File: src/rtl/multdiv_seq.sv
// multdiv_seq: iterative signed 32x32 multiply (low word) and restoring divide (quotient),
// each 32 iterations, with an overflow/divide-by-zero code and an instruction tag per result.
module multdiv_seq (
  input  logic        clock,
  input  logic        reset,
  input  logic        ctrl_mult,
  input  logic        ctrl_div,
  input  logic [31:0] operand_a,
  input  logic [31:0] operand_b,
  input  logic [31:0] instr_in,
  output logic [31:0] p_out,
  output logic        r_out,
  output logic [2:0]  e_out,
  output logic [31:0] instr_out,
  output logic        busy
);
  typedef enum logic [1:0] {IDLE, MULT, DIV} state_t;
  state_t      state_q;
  logic [31:0] a_q, b_q, instr_q, amag, dmag, quo_d;
  logic [63:0] acc_q, sh_q, mul_d, div_d;
  logic [32:0] trial, diff;
  logic [5:0]  cnt_q;
  always_comb begin
    amag  = operand_a[31] ? -operand_a : operand_a;
    dmag  = b_q[31] ? -b_q : b_q;
    // bit 31 of the multiplier carries negative weight in two's complement
    mul_d = acc_q + (b_q[cnt_q[4:0]] ? (cnt_q == 6'd31 ? -sh_q : sh_q) : 64'd0);
    trial = {acc_q[63:32], acc_q[31]};
    diff  = trial - {1'b0, dmag};
    div_d = diff[32] ? {trial[31:0], acc_q[30:0], 1'b0} : {diff[31:0], acc_q[30:0], 1'b1};
    quo_d = (a_q[31] ^ b_q[31]) ? -acc_q[31:0] : acc_q[31:0];
  end
  always_ff @(posedge clock) begin
    if (reset) begin
      state_q   <= IDLE;
      p_out     <= 32'd0;
      e_out     <= 3'b000;
      instr_out <= 32'd0;
      r_out     <= 1'b0;
      busy      <= 1'b0;
      cnt_q     <= 6'd0;
    end else begin
      r_out <= 1'b0;
      case (state_q)
        IDLE: if (ctrl_mult || ctrl_div) begin
          a_q     <= operand_a;
          b_q     <= operand_b;
          instr_q <= instr_in;
          sh_q    <= {{32{operand_a[31]}}, operand_a};
          acc_q   <= ctrl_mult ? 64'd0 : {32'd0, amag};
          cnt_q   <= 6'd0;
          busy    <= 1'b1;
          state_q <= ctrl_mult ? MULT : DIV;
        end
        MULT: if (cnt_q == 6'd32) begin
          p_out     <= acc_q[31:0];
          e_out     <= (acc_q[63:32] != {32{acc_q[31]}}) ? 3'b001 : 3'b000;
          instr_out <= instr_q;
          r_out     <= 1'b1;
          busy      <= 1'b0;
          cnt_q     <= 6'd0;
          state_q   <= IDLE;
        end else begin
          acc_q <= mul_d;
          sh_q  <= sh_q << 1;
          cnt_q <= cnt_q + 6'd1;
        end
        DIV: if (b_q == 32'd0 || cnt_q == 6'd32) begin
          p_out     <= (b_q == 32'd0) ? 32'd0 : quo_d;
          e_out     <= (b_q == 32'd0) ? 3'b010 :
                       (a_q == 32'h8000_0000 && b_q == 32'hFFFF_FFFF) ? 3'b001 : 3'b000;
          instr_out <= instr_q;
          r_out     <= 1'b1;
          busy      <= 1'b0;
          cnt_q     <= 6'd0;
          state_q   <= IDLE;
        end else begin
          acc_q <= div_d;
          cnt_q <= cnt_q + 6'd1;
        end
        default: state_q <= IDLE;
      endcase
    end
  end
endmodule
File: config.mk
export PLATFORM = sky130hd
export DESIGN_NAME = multdiv_seq
export DESIGN_NICKNAME = d
export VERILOG_FILES = /design/src/rtl/multdiv_seq.sv
export SDC_FILE = /design/constraint.sdc
export NUM_CORES = 1
export LEC_CHECK = 0
export CORE_UTILIZATION = 60
export CTS_BUF_LIST = sky130_fd_sc_hd__clkbuf_8
export DETAILED_ROUTE_END_ITERATION = 10
export GPL_TIMING_DRIVEN = 0
export HOLD_SLACK_MARGIN = 0.1
export PLACE_DENSITY = 0.82
export SLEW_MARGIN = 20
export SYNTH_ARGS = -nofsm -noshare
export SYNTH_HDL_FRONTEND = slang
export SYNTH_SLANG_ARGS = --single-unit
File: constraint.sdc
create_clock -name clock -period 20.4 [get_ports clock]
set_input_delay 4.08 -clock clock [delete_from_list [all_inputs] [get_ports clock]]
set_output_delay 4.08 -clock clock [all_outputs]
set_load 0.1 [all_outputs]
# After elaboration in Yosys (flattened, before gate mapping)
# Index checks and enable logic that the tools add are counted.
dict set report totals {
  register_bits 301
  input_bits 100
  output_inout_bits 69
  word_cells 94
}
dict set report op_classes {
  add_sub_neg 7
  order_cmp 1
  eq_ne 12
  mux 45
  bitwise_logic 2
  n_reduce_logical 15
}
# cell n
set op_table {}
lappend op_table {{64-bit 2-to-1 mux} 8}
lappend op_table {{32-bit 2-to-1 mux} 9}
lappend op_table {{64-bit case mux with 3 select lines} 1}
lappend op_table {{32-bit case mux with 2 select lines} 2}
lappend op_table {{64-bit case mux with 2 select lines} 1}
lappend op_table {{32-bit negation} 3}
lappend op_table {{64-bit adder} 1}
lappend op_table {{32-bit == test (second input constant)} 2}
lappend op_table {{64-bit negation} 1}
lappend op_table {{33-bit by 32-bit subtractor with 33-bit output} 1}
lappend op_table {{32-bit zero test} 1}
lappend op_table {{32-bit != test} 1}
lappend op_table {{6-bit 2-to-1 mux} 3}
lappend op_table {{6-bit case mux with 3 select lines} 1}
lappend op_table {{2-bit 2-to-1 mux} 5}
lappend op_table {{2-bit != test (second input constant)} 5}
lappend op_table {{3-bit AND reduction} 3}
lappend op_table {{1-bit 2-to-1 mux} 8}
lappend op_table {{4-bit AND reduction} 2}
lappend op_table {{6-bit by 1-bit adder with 6-bit output (second input constant)} 1}
lappend op_table {{6-bit by 5-bit == test with 1-bit output (second input constant)} 1}
lappend op_table {{6-bit == test (second input constant)} 1}
lappend op_table {{5-bit by 6-bit less-than comparator with 1-bit output (second input constant)} 1}
lappend op_table {{3-bit 2-to-1 mux} 2}
lappend op_table {{other kinds (16)} 18}

# Logic depth before layout (Yosys ltp)
# Gate-level depths: netlist (run 1).
dict set report logic_depth {
  depth_word 6
  mapped_depth 22
  mapped_depth_nobuf 22
}

# Worst setup path after synthesis (run 1)
# OpenSTA, ideal clock, no wires.
dict set report synth_path {
  kind {input -> register}
  from {in reset}
  to {reg sh_q[0] (enable)}
  setup_ns 0.828
  arrival_ns 14.355
  required_ns 19.572
  setup_slack_ns 5.217
  cell_stages 3
  n_path_buf 2
  cell_sequence {clkbuf_1 clkbuf_1 a2111oi_0}
}
dict set report synth_between {
  elab_chain_cells 2
}
# element line
set synth_lines {}
lappend synth_lines {{from (decl)} 5} ;# input logic reset,
lappend synth_lines {{1-bit inverter (no source line)} --}
lappend synth_lines {{4-bit AND reduction (no source line)} --}
lappend synth_lines {{to (signal assigned)} 49} ;# sh_q <= {{32{operand_a[31]}}, operand_a};
lappend synth_lines {{to (signal assigned)} 65} ;# sh_q <= sh_q << 1;
lappend synth_lines {{to (decl)} 20} ;# logic [63:0] acc_q, sh_q, mul_d, div_d;
# No other way between the ends.
# A chain may end at the register's enable or synchronous reset.

# Worst setup path after layout (run 1)
dict set report layout_path {
  from {in operand_a[7]}
  to {reg acc_q[28] (data pin)}
}
dict set report layout_between {
  elab_chain_cells 5
}
# element line
set layout_lines {}
lappend layout_lines {{from (decl)} 8} ;# input logic [31:0] operand_a,
lappend layout_lines {{32-bit negation} 24} ;# amag = operand_a[31] ? -operand_a : operand_a;
lappend layout_lines {{32-bit 2-to-1 mux} 24}
lappend layout_lines {{32-bit 2-to-1 mux} 50} ;# acc_q <= ctrl_mult ? 64'd0 : {32'd0, amag};
lappend layout_lines {{64-bit 2-to-1 mux} 45} ;# IDLE: if (ctrl_mult || ctrl_div) begin
lappend layout_lines {{64-bit case mux with 3 select lines} 44} ;# case (state_q)
lappend layout_lines {{to (signal assigned)} 50}
lappend layout_lines {{to (signal assigned)} 64} ;# acc_q <= mul_d;
lappend layout_lines {{to (signal assigned)} 78} ;# acc_q <= div_d;
lappend layout_lines {{to (decl)} 20}
# No other way between the ends. The select of a mux whose other input is x is not followed.

==> summary.md, run 1 <==
| Metric | Value |
|---|---|
| Outcome | completed |
| Highest Signal Layer | met4 |
| Met2 Routed Length | 27200 µm |
| Area occupied by registers | 0.00825 mm² |
| EDFF count, synth | 224 |
| DP HPWL | 50200 µm |
| Syn_area_per_cell | 9.23 µm² |
| Synth top area share | 0.328 |
| Largest family of logic cells by synthesized area | compound AO/OA/AOI/OAI gates |
| Vias | 18900 |
| Most frequent cell after synthesis | nand2_1 |
| Commonest cells post-synth | nand2_1, edfxtp_1, nor2_1 |
| Simple-Gate Fraction of Synth Area | 0.169 |
| ANT nets after route | 0 |
| Worst r2r src | cnt_q[0] |
| Multiplexer share of the synthesized area | 0.0416 |
| CTS tree | built |
| Clock Skews | 56.6 ps |
| Fin crit share | 0.384 |
| Post-synthesis compound-gate area fraction | 0.196 |
| Worst-margin pin slew | 1030 ps |
| Final Cell Area | 0.0240 mm² |
| Fin util | 0.713 |
| Fmax | 128 MHz |
| Yosys warnings | 0 |
| Num CTS Buffers | 49 |
| Final Hold Viols | 0 |
| Num rows | 67 |
| Post-synthesis xor/xnor area fraction | 0.0967 |
| TritonCTS Sinks | 300 |
| R2R Setup Slk | 12600 ps |
| Crit end category | flop |
| Final GP Congestion | 1.00 |
| Maximum number of pins on one net before global-route repair | 14 |
| Syn Nets | 2433 |
| Worst Path Arrival | 8180 ps |
| Netlist cell types | 73 |
| Final setup fails | 0 |
| Setup TNS Final | 0 ps |
| Die area | 0.0350 mm² |
| Async set-reset flop share out of synthesis | 0 |
| Maxcap violations | 0 |
| DR vias/cell | 6.39 |
| Clk Tree Root Cell | clkbuf_8 |
| Number of setup buffers added after CTS | 0 |
| Critical path class | in2reg |
| Buffers on Ports | 166 |
| DRT iter0 DRCs | 2084 |
| Die Width | 187 µm |
| Cell taking the most area after synthesis | edfxtp_1 |
| Antenna cells | 0 |
| Core ar. | 0.0336 mm² |
| Slew headroom | 0.298 |
| Wl on met1 | 27500 µm |
| DRC viols | 0 |
| Synth Cell Area | 0.0205 mm² |
| Startpoint Class | primary input |
| Share of layout cells above drive strength 1 | 0.0648 |
| Drt total wl | 63500 µm |
| Initial core utilization | 0.611 |
| Met3 WL | 7000 µm |
| Antenna violations before repair | 0 |
| IO Pins | 169 |
| PwrDens | 128 mW/mm² |
| Crit path time final | 7830 ps |
| Quantity of hold-fixing buffers added after cts | 0 |
| Die Ht | 187 µm |
| RSZ-0062 raised after global routing | no |
| Area contributors post-synth | edfxtp_1, dfxtp_1, ha_1, xor2_1, nand2_1 |
| First-pass GRT wire length | 97700 µm |
| Main flop type after synthesis | edfxtp_1 |
| Reg2Reg Depth | 17 |
| Area of the multi-input gates | 0.0117 mm² |
| Gr usage total | 0.357 |
| Vias in the first global route | 17700 |
| Initial DRT Pass Iterations | 6 |
| Worst r2r dst | acc_q[61] |
| Worst-path maximum fanout | 6 |
| Sequential area share after synthesis | 0.402 |
| Post-Synth Adder-Cell Area | 0.0666 |
| Hold crit path type | reg2reg |
| Area Growth Syn to Fin | 16.7% |
| Seq cells post-synth | 300 |
| Grt total ovfl | 0 |
| Post-layout net count | 2683 |
| Worst setup margin | 12570 ps |
| Worst Hold Path EP | instr_out[20] |
| Number of filler cells placed in the layout | 2600 |
| Pleak | 8.91 nW |
| Worst-Skew Late Latency | 660 ps |
| Clock transition at path regs | 60 ps |
| DP Area | 0.0230 mm² |
| CP Data Required Time | 20750 ps |
| H-Tree Depth | 2 |
| Max Buffers Root-to-Sink | 3 |
| DR WL/cell | 21.4 µm |
| Place WS | 12010 ps |
| Max Slew Vio Count | 0 |
| Hold_sp | instr_out[20] |
| Peak VDD IR | 90.6 µV |
| Synthesized netlist cell count | 2225 |
| Post-cts resize count | 0 |
| Hold depth | 2 |
[layout make-up]
class                           instances  share of cell area
Timing Repair Buffer                  199              0.0783
Clock inverter                         41              0.0120
Tap cell                              448              0.0234
Buffer                                107              0.0169
Multi-Input combinational cell       1772               0.489
Inverter                               46             0.00721
Clock buffer                           50              0.0287
Sequential cell                       300               0.344
[critical path, cell delays in order]
cell and delay (ps):
clkdlybuf4s50_1 590, or4_1 580, or2_1 240, or3_1 390
or4_4 460, or3_1 350, or4_4 440, or4_4 440
o21ai_1 160, xor2_1 290, o221ai_1 170
[per-layer routing]
layer	vias up	global-route usage
met3	123	0.0683
met2	1027	0.540
met5	-	0
met1	8945	0.513
li1	8835	-
met4	0	0.122
[sequential cells by signal, summed over array words and instances (netlist names)]
register,flops
r_out,1
sh_q,64
instr_q,32
b_q,32
instr_out,32
e_out,2
acc_q,64
a_q,32
cnt_q,6
busy,1
p_out,32
state_q,2
[cells in the final DEF (no fill, tap or decap), types with 20 or more instances in the layout]
| cell type | synthesis | final |
|---|---|---|
| a22oi_1 | 58 | 58 |
| nor3_1 | 48 | 48 |
| a31oi_1 | 21 | 21 |
| o21bai_1 | 20 | 20 |
| mux2_2 | 30 | 30 |
| dfxtp_1 | 76 | 76 |
| ha_1 | 106 | 106 |
| edfxtp_1 | 224 | 224 |
| or3_1 | 33 | 33 |
| clkbuf_1 | 95 | 95 |
| clkdlybuf4s50_1 | 0 | 166 |
| o21ai_0 | 105 | 105 |
| nand4_1 | 43 | 43 |
| mux2i_1 | 29 | 28 |
| inv_1 | 46 | 63 |
| xor2_1 | 135 | 135 |
| clkbuf_8 | 0 | 50 |
| nor2_1 | 202 | 202 |
| nand3_1 | 29 | 29 |
| xnor2_1 | 89 | 89 |
| nand2_1 | 253 | 253 |
| a21oi_1 | 179 | 179 |
| o22ai_1 | 53 | 53 |
| a21o_1 | 52 | 52 |
| nor4_1 | 32 | 31 |
| o31ai_1 | 35 | 35 |
[report_power, final]
group / switching (mW) / internal, mW / total (mW)
Clock: 0.253 / 0.281 / 0.534
Combinational: 0.949 / 0.584 / 1.53
Sequential: 0.164 / 0.834 / 0.997
Total: 1.37 / 1.70 / 3.06
[logic make-up after synthesis]
family,count (synthesis)
other,1
buffers and inverters,153
adder cells (fa/ha/maj),108
multiplexers,69
XOR/XNOR,225
AO/OA/AOI/OAI,630
flip-flops,300
AND/OR/NAND/NOR,739
[how the worst max path moves through the flow]
| stage | start | end | slack (ps) | cells past startpoint |
|---|---|---|---|---|
| 2_1_floorplan | reset | sh_q[0] | 5220 | 3 |
| 3_3_place_gp | ctrl_mult | sh_q[63] | -0.4 | 4 |
| 3_5_place_dp | operand_a[7] | acc_q[28] | 12010 | 11 |
| 4_1_cts | cnt_q[0] | acc_q[61] | 12640 | 17 |
| 5_1_grt | cnt_q[0] | acc_q[61] | 12280 | 17 |
| 6_report | operand_a[7] | acc_q[28] | 12570 | 11 |
[through the flow]
step | hold slack [ps] | power (mW) | std cells
floorplan | 488 | 2.06 | 2225
global placement | 438 | 2.47 | 2839
detailed placement | 444 | 2.48 | 2872
CTS | 458 | 3.02 | 2963
global route | 478 | 3.24 | 2963
finish | 456 | 3.06 | 2963
Note: power is estimated with default switching activity, not from simulation.
==> inputs of run 2 (changes only) <==
--- a/config.mk
+++ b/config.mk
@@ -5,12 +5,12 @@
 export SDC_FILE = /design/constraint.sdc
 export NUM_CORES = 1
 export LEC_CHECK = 0
-export CORE_UTILIZATION = 60
+export CORE_UTILIZATION = 55
 export CTS_BUF_LIST = sky130_fd_sc_hd__clkbuf_8
 export DETAILED_ROUTE_END_ITERATION = 10
 export GPL_TIMING_DRIVEN = 0
 export HOLD_SLACK_MARGIN = 0.1
-export PLACE_DENSITY = 0.82
+export PLACE_DENSITY = 0.79
 export SLEW_MARGIN = 20
 export SYNTH_ARGS = -nofsm -noshare
 export SYNTH_HDL_FRONTEND = slang
==> constraint.sdc (replaced) <==
create_clock -name clock -period 6.4 [get_ports clock]
set_input_delay 1.28 -clock clock [delete_from_list [all_inputs] [get_ports clock]]
set_output_delay 1.28 -clock clock [all_outputs]
set_load 0.1 [all_outputs]
==> summary.md, run 2 (synthesized netlist as in run 1, its figures left out) <==
| Metric | Value |
|---|---|
| Critical Path Start | b_q[7] |
| Outcome | completed |
| Maxcap violations | 0 |
| Crit end category | flop |
| CTS tree | built |
| Quantity of hold-fixing buffers added after cts | 0 |
| Power share of the combinational group | 0.494 |
| Post-layout net count | 2673 |
| Buffers on Ports | 166 |
| Peak VDD IR | 194 µV |
| DRC viols | 0 |
| Antenna violations before repair | 0 |
| Initial core utilization | 0.559 |
| DR vias/cell | 6.34 |
| H-Tree Depth | 2 |
| Cell count after placement | 2877 |
| Hold crit path type | reg2reg |
| Die Ht | 195 µm |
| Antenna cells | 0 |
| DR WL/cell | 21.3 µm |
| ANT nets after route | 0 |
| Final GP Congestion | 0.986 |
| Pwr Total | 9.90 mW |
| RSZ-0062 raised after global routing | yes |
| Switching share of total power | 0.440 |
| Vias in the first global route | 17700 |
| Sequential power share | 0.322 |
| Gr usage total | 0.327 |
| Num rows | 70 |
| PwrDens | 410 mW/mm² |
| Vias | 18800 |
| Die Width | 195 µm |
| Clk Tree Root Cell | clkbuf_8 |
| DP HPWL | 49200 µm |
| First-pass GRT wire length | 97600 µm |
| Final Hold Viols | 0 |
| Largest regs | acc_q (64), sh_q (64) |
| Slew headroom | 0.263 |
| Initial DRT Pass Iterations | 7 |
| TritonCTS Sinks | 300 |
| Max Buffers Root-to-Sink | 3 |
| Num CTS Buffers | 51 |
| Number of filler cells placed in the layout | 2976 |
| Area Growth Syn to Fin | 17.7% |
| Setup TNS Final | 0 ps |
| Share of layout cells above drive strength 1 | 0.0683 |
| Clock Skews | 34.0 ps |
| Worst-Skew Late Latency | 660 ps |
| Net Switching | 4.36 mW |
| Finished Layout Cells | 2970 |
| DRT iter0 DRCs | 2009 |
| Commonest non-fill, non-tap cell in the layout | nand2_1 |
| Pleak | 8.93 nW |
| Worst-margin pin slew | 1100 ps |
| Startpoint Class | flop |
| Fin crit share | 0.961 |
| Fin util | 0.658 |
| Drt total wl | 63300 µm |
| Most frequent cells in the layout | nand2_1, edfxtp_1, nor2_1 |
| Grt total ovfl | 0 |
| Clock Power Share | 0.184 |
| IO Pins | 169 |
| Core ar. | 0.0367 mm² |
| Crit path time final | 6150 ps |
| Hold_sp | instr_out[27] |
| Worst setup margin | 253 ps |
| Pint | 5.54 mW |
| Fmax | 163 MHz |
| Clock transition at path regs | 60 ps |
| Worst r2r src | b_q[7] |
| Critical path class | reg2reg |
| Maximum number of pins on one net before global-route repair | 19 |
| Worst-path maximum fanout | 10 |
| Final setup fails | 0 |
| Max Slew Vio Count | 0 |
| CP Data Required Time | 6760 ps |
| Place WS | -1200 ps |
| Die area | 0.0381 mm² |
| Worst Path Arrival | 6510 ps |
==> run 2: cell types whose count changed in the layout (fill, tap and decap cells not counted), moves of 5 or more <==
cell / before / now
buf_2: 15 / 2
buf_6: 1 / 10
buf_4: 18 / 10
clkbuf_1: 95 / 87
clkbuf_2: 0 / 5
clkbuf_8: 50 / 55
inv_1: 63 / 58
==> run 2: final timing paths <==
| kind | to | slack [ps] | depth (start not counted) |
|---|---|---|---|
| worst max register to register | acc_q[51] | 250 | 19 |
| worst min-delay path | instr_out[27] | 450 | 2 |
| worst min register to register | instr_out[27] | 450 | 2 |
| worst max-delay path | acc_q[51] | 250 | 19 |
==> run 2: area by class of cell <==
cell class                 instances  area (µm²)  area share
clock inverter                    35         295      0.0122
timing repair buffer             187        1880      0.0780
tap                              468         586      0.0242
multi-input combinational       1772       11800       0.488
sequential                       300        8250       0.341
clock buffer                      55         757      0.0313
inverter                          46         173     0.00715
buffer                           107         422      0.0175
==> run 2: per-stage QoR <==
stage | cell area [µm²] | hold slack (ps)
floorplan | 20500 | 488
global placement | 22800 | 437
detailed placement | 23000 | 443
CTS | 24100 | 451
global route | 24200 | 472
finish | 24200 | 448
==> run 2: worst max-delay path, cell delays in order, from the launching register on <==
cell	delay, ps
edfxtp_1	500
or4_1	600
or4_1	490
or3_1	410
or3_1	380
or3_1	340
or4_1	460
o31ai_1	270
xor2_1	240
ha_1	340
a21o_1	200
a21oi_1	250
nand4_1	120
o21ai_0	90
a211oi_1	70
nand3_1	130
buf_2	280
buf_4	270
mux2i_1	270
o22ai_1	110
==> run 2: routing by layer <==
layer | global-route usage | share of wire | vias to the layer above
li1 | - | - | 8826
met3 | 0.0656 | 0.10 | 141
met5 | 0 | 0 | -
met2 | 0.503 | 0.44 | 946
met1 | 0.461 | 0.43 | 8914
met4 | 0.107 | 0.031 | 0
==> run 2: repair_timing <==
item,CTS,global route
setup endpoints to repair,45,27
pin swaps,0,1
resized for setup,10,17
buffers inserted,3,0
==> run 2: power groups by stage <==
stage	registers [mW]	clock network [mW]	logic, mW
floorplan	3.05	0	3.47
global placement	3.24	0	4.54
detailed placement	3.19	0	4.71
CTS	3.16	1.85	4.77
global route	3.22	1.92	5.32
finish	3.19	1.82	4.89
==> inputs of run 3 (changes only) <==
--- a/config.mk
+++ b/config.mk
@@ -11,7 +11,7 @@
 export GPL_TIMING_DRIVEN = 0
 export HOLD_SLACK_MARGIN = 0.1
 export PLACE_DENSITY = 0.79
-export SLEW_MARGIN = 20
+export SLEW_MARGIN = 10
 export SYNTH_ARGS = -nofsm -noshare
 export SYNTH_HDL_FRONTEND = slang
 export SYNTH_SLANG_ARGS = --single-unit
==> summary.md, run 3 (synthesized netlist as in run 1, its figures left out) <==
| Metric | Value |
|---|---|
| Hold crit path type | reg2reg |
| DRC viols | 0 |
| DR vias/cell | 6.32 |
| Clk Tree Root Cell | clkbuf_8 |
| Worst r2r src | b_q[6] |
| Slowest stage delay, CP | 620 ps |
| Most frequent cells in the layout | nand2_1, edfxtp_1, nor2_1 |
| Fin util | 0.660 |
| DRT iter0 DRCs | 2096 |
| Antenna cells | 0 |
| Outcome | completed |
| Cell count after placement | 2876 |
| CTS tree | built |
| Slew headroom | 0.275 |
| Hold depth | 2 |
| Max Slew Vio Count | 0 |
| Drt total wl | 63700 µm |
| Critical path class | reg2reg |
| Number of filler cells placed in the layout | 2977 |
| Final GP Congestion | 0.986 |
| Crit path time final | 6160 ps |
| Hold slack final | 450 ps |
| Worst setup margin | 244 ps |
| Startpoint Class | flop |
| Crit end category | flop |
| Commonest non-fill, non-tap cell in the layout | nand2_1 |
| Reg2Reg Depth | 18 |
| Die area | 0.0381 mm² |
| ANT nets after route | 0 |
| Initial DRT Pass Iterations | 6 |
| Largest regs | acc_q (64), sh_q (64) |
| Maximum number of pins on one net before global-route repair | 21 |
| Fmax | 162 MHz |
| Pwr Total | 9.86 mW |
| Core ar. | 0.0367 mm² |
| Maxcap violations | 0 |
| Post-layout net count | 2672 |
| Worst Path Arrival | 6540 ps |
| DP HPWL | 49400 µm |
| Clock transition at path regs | 60 ps |
| Global-route track usage on met1 | 0.458 |
| First-pass GRT wire length | 98100 µm |
| Vias in the first global route | 17800 |
| Worst-margin pin slew | 1080 ps |
| Global Route met3 Usage | 0.0715 |
| Initial core utilization | 0.559 |
| CP Cell Sequence | or4_1, or4_1, or3_1, or3_1, or3_1, or4_1, o31ai_1, xor2_1, ha_1, a21o_1, a21oi_1, o21ai_0, a211oi_1, nand3_1, clkbuf_4, clkbuf_2, a31oi_1, o22ai_1 |
| Worst-Skew Late Latency | 660 ps |
| CP Data Required Time | 6790 ps |
| PwrDens | 407 mW/mm² |
| Share of layout cells above drive strength 1 | 0.0691 |
| Final setup fails | 0 |
| Max Buffers Root-to-Sink | 3 |
| Fin crit share | 0.962 |
| Grt total ovfl | 0 |
| Area Growth Syn to Fin | 18.0% |
| Pleak | 8.95 nW |
| Die Ht | 195 µm |
| Slowest-stage cell, CP | or4_1 |
| TritonCTS Sinks | 300 |
| CP endpoint | acc_q[59] |
| Critical Path Start | b_q[6] |
| R2R Setup Slk | 240 ps |
| Vias | 18800 |
| Place WS | -1480 ps |
| Buffers on Ports | 166 |
| H-Tree Depth | 2 |
| IO Pins | 169 |
| RSZ-0062 raised after global routing | no |
| Num CTS Buffers | 50 |
| Peak VDD IR | 260 µV |
| Gr busiest metal | met2 |
| DR WL/cell | 21.4 µm |
| Die Width | 195 µm |
| Antenna violations before repair | 1 |
| Finished Layout Cells | 2972 |
| Worst r2r dst | acc_q[59] |
| Final Hold Viols | 0 |
| Met2 layer usage reported by global route | 0.505 |
| Clock Skews | 35.8 ps |
| Num rows | 70 |
| Gr usage total | 0.329 |
| Worst-path maximum fanout | 10 |
-- run 3: routing by layer --
layer  wire length, µm  part of all wire
met1             27100              0.43
met2             27800              0.44
met3              6900              0.11
met4              1870             0.029
met5                 0                 0
-- run 3: cell type report --
| cell class | count | area (µm²) | area share |
|---|---|---|---|
| clock buffer | 54 | 743 | 0.0307 |
| clock inverter | 38 | 263 | 0.0109 |
| multi-input combinational | 1772 | 11800 | 0.488 |
| buffer | 107 | 424 | 0.0175 |
| timing repair buffer | 187 | 1960 | 0.0809 |
| inverter | 46 | 173 | 0.00713 |
| tap | 468 | 586 | 0.0242 |
| sequential | 300 | 8250 | 0.341 |
-- run 3: stage by stage --
stage / setup TNS (ps) / instance area, µm²
2_1_floorplan: 0 / 20500
5_1_grt: 0 / 24200
3_5_place_dp: -24700 / 23100
6_report: 0 / 24200
3_3_place_gp: -398020 / 22800
4_1_cts: 0 / 24100
-- run 3: report_power, final --
group	total [mW]	switching, mW	internal [mW]
registers	3.19	0.531	2.66
logic	4.93	3.01	1.92
clock network	1.75	0.836	0.909
total	9.86	4.38	5.49
-- run 3: what timing repair did --
action                                  4_1_cts  5_1_grt
endpoints found under the setup margin       45       28
hold buffers                                  0        0
gates resized for setup                      10       22
buffers inserted                              2        2
pin swaps                                     0        1
-- run 3: worst min path at each step --
| stage | startpoint | to | slack [ps] |
|---|---|---|---|
| finish | instr_out[18] | instr_out[18] | 450 |
| CTS | instr_out[18] | instr_out[18] | 450 |
| global placement | instr_out[7] | instr_out[7] | 440 |
| floorplan | cnt_q[5] | cnt_q[5] | 490 |
| detailed placement | instr_out[27] | instr_out[27] | 440 |
| global route | instr_out[24] | instr_out[24] | 480 |
-- run 3: worst max-delay path, delay by kind of cell, from the launching register on --
kind	cells	cell delay [ps]
flops	1	490
buf+inv	2	500
fa+ha+maj	1	350
compound gates	7	1420
simple gates	7	2850
xor+xnor	1	270
